### src/rtl/buttons_pio_pkg.sv
// Shared constants and bus request type for the debounced button PIO.
package buttons_pio_pkg;

  localparam int DEF_DEBOUNCE_CYCLES = 50000;

  localparam logic [2:0] ADDR_DATA    = 3'd0;
  localparam logic [2:0] ADDR_RAW     = 3'd1;
  localparam logic [2:0] ADDR_IRQMASK = 3'd2;
  localparam logic [2:0] ADDR_EDGECAP = 3'd3;
  localparam logic [2:0] ADDR_RISE_EN = 3'd4;
  localparam logic [2:0] ADDR_FALL_EN = 3'd5;

  typedef struct packed {
    logic        wr;
    logic [2:0]  addr;
    logic [31:0] wdata;
  } bus_req_t;

endpackage

### src/rtl/pio_debounce_bit.sv
// One input channel: synchroniser, stable-count debouncer and edge detect.
module pio_debounce_bit
  import buttons_pio_pkg::*;
#(
  parameter int DEBOUNCE_CYCLES = DEF_DEBOUNCE_CYCLES,
  parameter int CNT_W           = 16,
  parameter int SYNC_STAGES     = 2
) (
  input  logic clk,
  input  logic reset_n,
  input  logic din,
  output logic sync,
  output logic deb,
  output logic rise,
  output logic fall
);

  logic [SYNC_STAGES-1:0] sync_q;
  logic                   deb_d;

  always_ff @(posedge clk or negedge reset_n) begin
    if (!reset_n) sync_q <= '0;
    else          sync_q <= {sync_q[SYNC_STAGES-2:0], din};
  end

  assign sync = sync_q[SYNC_STAGES-1];

  generate
    if (DEBOUNCE_CYCLES == 0) begin : g_bypass
      always_ff @(posedge clk or negedge reset_n) begin
        if (!reset_n) deb <= 1'b0;
        else          deb <= sync;
      end
    end else begin : g_count
      localparam logic [CNT_W-1:0] LAST = CNT_W'(DEBOUNCE_CYCLES - 1);
      logic [CNT_W-1:0] cnt;

      // Any cycle where sync agrees with deb restarts the stability window.
      always_ff @(posedge clk or negedge reset_n) begin
        if (!reset_n) begin
          cnt <= '0;
          deb <= 1'b0;
        end else if (sync == deb) begin
          cnt <= '0;
        end else if (cnt == LAST) begin
          deb <= sync;
          cnt <= '0;
        end else if (cnt != '1) begin
          cnt <= cnt + 1'b1;
        end
      end
    end
  endgenerate

  always_ff @(posedge clk or negedge reset_n) begin
    if (!reset_n) deb_d <= 1'b0;
    else          deb_d <= deb;
  end

  assign rise = deb & ~deb_d;
  assign fall = ~deb & deb_d;

endmodule

### src/rtl/buttons_pio_db.sv
// Avalon-MM button PIO: per-channel debounce, W1C edge capture, masked level IRQ.
module buttons_pio_db
  import buttons_pio_pkg::*;
#(
  parameter int WIDTH           = 3,
  parameter int DEBOUNCE_CYCLES = DEF_DEBOUNCE_CYCLES,
  parameter int CNT_W           = 16,
  parameter int SYNC_STAGES     = 2
) (
  input  logic             clk,
  input  logic             reset_n,
  input  logic [2:0]       address,
  input  logic             chipselect,
  input  logic             write_n,
  input  logic [31:0]      writedata,
  output logic [31:0]      readdata,
  output logic             irq,
  input  logic [WIDTH-1:0] in_port
);

  bus_req_t         req;
  logic [WIDTH-1:0] wdat;
  logic [WIDTH-1:0] sync, deb, rise, fall, ev, clr;
  logic [WIDTH-1:0] irq_mask, edge_cap, rise_en, fall_en;
  logic [WIDTH-1:0] rd_mux;
  logic             unused_wdata;

  assign req  = '{wr: chipselect & ~write_n, addr: address, wdata: writedata};
  assign wdat = req.wdata[WIDTH-1:0];
  assign unused_wdata = ^writedata;

  generate
    for (genvar i = 0; i < WIDTH; i++) begin : g_bit
      pio_debounce_bit #(
        .DEBOUNCE_CYCLES(DEBOUNCE_CYCLES),
        .CNT_W          (CNT_W),
        .SYNC_STAGES    (SYNC_STAGES)
      ) u_bit (
        .clk    (clk),
        .reset_n(reset_n),
        .din    (in_port[i]),
        .sync   (sync[i]),
        .deb    (deb[i]),
        .rise   (rise[i]),
        .fall   (fall[i])
      );
    end
  endgenerate

  assign ev  = (rise & rise_en) | (fall & fall_en);
  assign clr = (req.wr && req.addr == ADDR_EDGECAP) ? wdat : '0;

  // A new event in the same cycle as its W1C clear stays captured.
  always_ff @(posedge clk or negedge reset_n) begin
    if (!reset_n) begin
      irq_mask <= '0;
      edge_cap <= '0;
      rise_en  <= '0;
      fall_en  <= '1;
    end else begin
      edge_cap <= (edge_cap & ~clr) | ev;
      if (req.wr) begin
        case (req.addr)
          ADDR_IRQMASK: irq_mask <= wdat;
          ADDR_RISE_EN: rise_en  <= wdat;
          ADDR_FALL_EN: fall_en  <= wdat;
          default: ;
        endcase
      end
    end
  end

  always_comb begin
    rd_mux = '0;
    case (address)
      ADDR_DATA:    rd_mux = deb;
      ADDR_RAW:     rd_mux = sync;
      ADDR_IRQMASK: rd_mux = irq_mask;
      ADDR_EDGECAP: rd_mux = edge_cap;
      ADDR_RISE_EN: rd_mux = rise_en;
      ADDR_FALL_EN: rd_mux = fall_en;
      default:      rd_mux = '0;
    endcase
  end

  always_ff @(posedge clk or negedge reset_n) begin
    if (!reset_n) readdata <= '0;
    else          readdata <= 32'(rd_mux);
  end

  assign irq = |(edge_cap & irq_mask);

endmodule

### config.mk
export PLATFORM = sky130hd
export DESIGN_NAME = buttons_pio_db
export DESIGN_NICKNAME = d
export VERILOG_FILES = /design/src/rtl/buttons_pio_pkg.sv /design/src/rtl/pio_debounce_bit.sv /design/src/rtl/buttons_pio_db.sv
export SDC_FILE = /design/constraint.sdc
export NUM_CORES = 1
export LEC_CHECK = 0
export ABC_AREA = 1
export BUFFER_PORTS_ARGS = -buffer_cell sky130_fd_sc_hd__buf_2
export CORE_MARGIN = 10
export CORE_UTILIZATION = 35
export CTS_CLUSTER_DIAMETER = 150
export DETAILED_ROUTE_END_ITERATION = 10
export PLACE_DENSITY_LB_ADDON = 0.05
export RECOVER_POWER = 50
export SKIP_CTS_REPAIR_TIMING = 1
export SLEW_MARGIN = 20
export SYNTH_ARGS = -nofsm -noshare
export SYNTH_HDL_FRONTEND = slang
export SYNTH_SLANG_ARGS = --single-unit
### constraint.sdc
create_clock -name clk -period 1.55 [get_ports clk]
set_input_delay 0.155 -clock clk [delete_from_list [all_inputs] [get_ports clk]]
set_output_delay 0.155 -clock clk [all_outputs]
set_load 0.01 [all_outputs]
==> impl_metrics.ini, run 1 <==
[drt]
viasPerCell = 4.57
wl_per_cell_um = 12.9
vias = 3801
drc = 0
antenna_left = 0
routed_wl_um = 10700
dr.pass1.iters = 4
drtIter0Drc = 266

[worst_setup_path]
crit_required_ps = 1830
r2r-start = g_bit[2].u_bit.g_count.cnt[0]
crit_path_end = g_bit[2].u_bit.g_count.cnt[6]
worstSetupPathType = register to register
cp-start-kind = register
crit_start = g_bit[2].u_bit.g_count.cnt[0]
arrival_ps = 1700
path_max_fanout = 4
r2r_cells = 8
cp-end-kind = register
ff2ff_setup_slack_ps = 130
rr_endpoint = g_bit[2].u_bit.g_count.cnt[6]

[global_routing]
grt_start_max_net_pins = 39
grt_pass1_wl_um = 18100
antenna_found_initial = 0
grt_pass1_vias = 3713
grt_remaining_overflow = 0
gr-usage-all-layers = 0.125

[place]
dp_cells = 806
hpwl_um = 8120
finalWeightedCongestion = 0.866
pre_cts_slack_ps = 21.5
io_buffers = 16

[yosys]
yosysWarnings = 0
synthCells = 595
synth-async-reset-ratio = 1.00
syn_area_mm2 = 0.00435
synthMostInstantiatedCell = nand2_1
seq_area_frac_synth = 0.432
synth_top_area_share = 0.414
yosys.area.top_type = dfrtp_1
synth_enable_flop_cells = 0
synth_seq_cells = 75
synth_area_leaders = dfrtp_1, nand2_1, nand3_1, nor2_1, inv_1
synthFlopType = dfrtp_1
synthTopCellsByCount = nand2_1, dfrtp_1, nor2_1, inv_1, nand3_1
synth_cell_types = 35
synth.avg_cell_area_um2 = 7.32

[floorplanning]
die_h_um = 132
ioPinCount = 75
die_x_um = 132
core_area_mm2 = 0.0121
die_area_mm2 = 0.0173
fp-row-count = 40
start_util = 0.360

[timing]
setup_ws_ps = 125
fin_crit_ps = 1420
hold_violations = 0
finalSetupViolations = 0
fin_crit_sh = 0.919
finClkSkew_ps = 4.21
slew_viol_final = 0
hold_ws_ps = 34.2
relSlewSlack = 0.564
worst_pin_slew_ps = 653
fmax_mhz = 702
tns_ps = 0

[cts]
htree_levels = 3
path_clk_slew_ps = 60
cts_tree = built
cts_buffer_depth = 2
clk-insertion-delay-late_ps = 340
cts_num_sinks = 75
clockRootBuffer = clkbuf_16
cts_buffers = 9

[cells_and_area]
nFillCells = 1290
drive_gt1_frac = 0.146
final_core_util = 0.433
layout.nets = 703
stdcell_count = 831
area_growth_pct = 20.4
diodes = 0

[worst_hold_path]
worstHoldPathCells = 3
hp-class = primary input to register

[run]
max_cap_violations = 0

[run_status]
status = complete, no violations

[power_and_ir_drop]
leakagePower_nw = 2.59
power_density_mw_per_mm2 = 949
vdd_drop_max_v = 0.000375
[state kept, by name (all words and copies together), names as in the netlist]
signal,count
edge_cap,3
fall_en,3
g_bit.u_bit.deb,3
g_bit.u_bit.deb_d,3
g_bit.u_bit.g_count.cnt,48
g_bit.u_bit.sync_q,6
irq_mask,3
readdata,3
rise_en,3
[cells by family after synthesis]
group                    share of synthesized area
XOR/XNOR                                    0.0322
AND/OR/NAND/NOR                              0.358
AO/OA/AOI/OAI                               0.0552
flip-flops                                   0.432
other                                     0.000861
adder cells (fa/ha/maj)                    0.00862
buffers and inverters                        0.113
[worst max-delay path, cell delays in order (launching register included)]
cell     delay [ps]
dfrtp_1         350
ha_2            230
nand2_1          80
nor2_1          120
buf_4           140
inv_1            50
nor2_1           80
nand4_1         180
nand2_1         120
[how the worst min path moves through the flow]
stage | startpoint | endpoint | slack (ps)
finish | writedata[2] | fall_en[2] | 30
CTS | reset_n | irq_mask[0] | -280
floorplan | reset_n | edge_cap[0] | -140
detailed placement | reset_n | g_bit[0].u_bit.g_count.cnt[10] | 90
global placement | reset_n | g_bit[0].u_bit.g_count.cnt[10] | 90
global route | writedata[2] | fall_en[2] | 40
[layout make-up]
type	count	area (um^2)	share of cell area
Sequential cell	75	1880	0.359
Tap cell	168	210	0.0401
Multi-Input combinational cell	447	2140	0.408
Clock inverter	6	114	0.0217
Timing Repair Buffer	55	404	0.0771
Inverter	70	265	0.0506
Clock buffer	10	229	0.0437
[power breakdown]
part	internal, mW	switching, mW
combinational	0.141	0.241
clock	1.58	0.868
sequential	2.08	0.0704
total	3.79	1.18
[per-stage QoR]
stage	power (mW)	instance area, um^2
floorplan	2.42	4460
global placement	2.55	4780
detailed placement	2.55	4780
CTS	5.04	5120
global route	5.21	5240
finish	4.97	5240
[placed cells by master (no fill, tap or decap), drive strengths merged, types with 2 or more instances in the layout]
master	n
nand2	181
nor2	77
dfrtp	72
inv	70
nand3	62
buf	48
o21ai	30
conb	29
nand4	27
clkbuf	13
xor2	12
nor3	8
a21oi	7
dlygate4sd3	4
o21bai	3
ha	3
bufinv	3
dfstp	3
or2	2
clkinvlp	2
[layer usage]
layer,share of wire,vias up,wire length [um],track usage
li1,-,1978,-,-
met1,0.50,1752,5330,0.167
met4,0.020,0,218,0.0618
met3,0.033,14,358,0.0267
met5,0,-,0,0
met2,0.45,57,4820,0.188
(Power assumes the default switching activity.)
==> run 2, diff against run 1 <==
--- a/config.mk
+++ b/config.mk
@@ -7,8 +7,10 @@
 export LEC_CHECK = 0
 export ABC_AREA = 1
 export BUFFER_PORTS_ARGS = -buffer_cell sky130_fd_sc_hd__buf_2
+export CELL_PAD_IN_SITES_DETAIL_PLACEMENT = 2
+export CELL_PAD_IN_SITES_GLOBAL_PLACEMENT = 2
 export CORE_MARGIN = 10
-export CORE_UTILIZATION = 35
+export CORE_UTILIZATION = 32
 export CTS_CLUSTER_DIAMETER = 150
 export DETAILED_ROUTE_END_ITERATION = 10
 export PLACE_DENSITY_LB_ADDON = 0.05
==> impl_metrics.ini, run 2 (synthesis results as in run 1) <==
[run_status]
status = complete, no violations

[global_routing]
grt_remaining_overflow = 0
gr-usage-all-layers = 0.155
grt_start_max_net_pins = 43
antenna_found_initial = 0
grt_pass1_vias = 4620
grt_pass1_wl_um = 23300

[cells_and_area]
multi_input_area_mm2 = 0.00218
top_register = g_bit.u_bit.g_count.cnt
mostFrequentLayoutCell = nand2_1
nFillCells = 1591
mostFrequentLayoutCells = nand2_1, dfrtp_1, inv_1
largest_reg_flops = 48
seqCellArea_mm2 = 0.00189
final_core_util = 0.405
diodes = 0
area_growth_pct = 23.6
final_cell_area_mm2 = 0.00538
drive_gt1_frac = 0.192
layout.nets = 718
reg_top3 = g_bit.u_bit.g_count.cnt x48, g_bit.u_bit.sync_q x6

[timing]
fin_crit_sh = 0.945
relSlewSlack = 0.588
fin_crit_ps = 1470
hold_ws_ps = 49.7
fmax_mhz = 683
finClkSkew_ps = 7.73
slew_viol_final = 0
finalSetupViolations = 0
hold_violations = 0
worst_pin_slew_ps = 618
rsz0062_at_grt = yes

[worst_setup_path]
crit_chain = nand2_1 -> nor2_1 -> nand4_1 -> nand2b_4 -> nand2_1
crit_path_frequent_cell = nand2_1
cp-end-kind = register
path_buf_inv = 0
worstSetupPathType = register to register
cp-start-kind = register
path_max_fanout = 6
max_stage_delay_ps = 470
cp_top_family = simple AND/OR/NAND/NOR gates
cp_slowest_cell = dfrtp_1
crit_required_ps = 1830
arrival_ps = 1750

[run]
max_cap_violations = 0

[drt]
drc = 0
antenna_left = 0
routed_wl_um = 14200
wl_per_cell_um = 16.6
dr.pass1.iters = 4
drtIter0Drc = 134
vias = 4157
viasPerCell = 4.87

[cts]
path_clk_slew_ps = 60
cts_tree = built
clockRootBuffer = clkbuf_16
cts_num_sinks = 75
cts_buffer_depth = 2
htree_levels = 3
clk-insertion-delay-late_ps = 350
cts_buffers = 9

[power_and_ir_drop]
vdd_drop_max_v = 0.000568
power_density_mw_per_mm2 = 905
leakagePower_nw = 2.68

[place]
io_buffers = 16
place_area_mm2 = 0.00489
hpwl_um = 10600
finalWeightedCongestion = 0.788

[floorplanning]
fp-row-count = 42
die_h_um = 137
core_area_mm2 = 0.0133
die_area_mm2 = 0.0187
die_x_um = 137
ioPinCount = 75
start_util = 0.327

[worst_hold_path]
hp-class = primary input to register
==> run 2: cell types whose count changed in the layout (fill, tap and decap cells not counted), sizes merged <==
cell      delta
buf         +14
bufinv       -1
clkbuf       +3
clkinv       +1
clkinvlp     -2
==> run 2: final timing paths <==
| kind | endpoint | slack [ps] | startpoint | cells after the start |
|---|---|---|---|---|
| max in group asynchronous | g_bit[2].u_bit.g_count.cnt[4] | 310 | reset_n | 3 |
| min in group asynchronous | g_bit[0].u_bit.g_count.cnt[11] | 340 | reset_n | 2 |
| setup reg to reg | g_bit[0].u_bit.g_count.cnt[12] | 80 | g_bit[0].u_bit.g_count.cnt[14] | 5 |
| hold / removal | fall_en[1] | 50 | writedata[1] | 3 |
| setup / recovery | g_bit[0].u_bit.g_count.cnt[12] | 80 | g_bit[0].u_bit.g_count.cnt[14] | 5 |
| hold reg to reg | g_bit[1].u_bit.sync_q[1] | 360 | g_bit[1].u_bit.sync_q[0] | 0 |
==> run 2: through the flow <==
stage | setup slack, ps | std cells | power (mW) | setup TNS [ps]
after floorplan | 167 | 623 | 2.42 | 0
after global routing | -50.2 | 854 | 5.09 | -256
after global placement | 17.4 | 829 | 2.55 | 0
final | 84.8 | 854 | 4.87 | 0
after CTS | -30.1 | 845 | 4.90 | -135
after detailed placement | -6.14 | 829 | 2.57 | -6.14
==> run 2: report_power, final <==
part	internal [mW]	total, mW	leakage (nW)	switching (mW)
Clock	1.46	2.32	0.157	0.863
Sequential	2.08	2.15	0.990	0.0748
Combinational	0.146	0.403	1.53	0.257
Total	3.68	4.87	2.68	1.19
==> run 2: layout make-up <==
class / instances / area share
multi-input cells: 447 / 0.406
clock buffers: 12 / 0.0458
flip-flops and latches: 75 / 0.351
repair buffers: 70 / 0.0939
clock inverters: 4 / 0.0137
inverters: 70 / 0.0493
well taps: 176 / 0.0409
==> run 2: worst register-to-register path, stage by stage (launching register included) <==
cell      delay (ps)
dfrtp_1          470
nand2_1          100
nor2_1           250
nand4_1          250
nand2b_4         250
nand2_1           80
==> run 2: routing by layer <==
metal  global-route usage  wire (um)
met1                0.192       6410
met3               0.0246        373
met2                0.269       7230
met5                    0          0
met4               0.0497        183
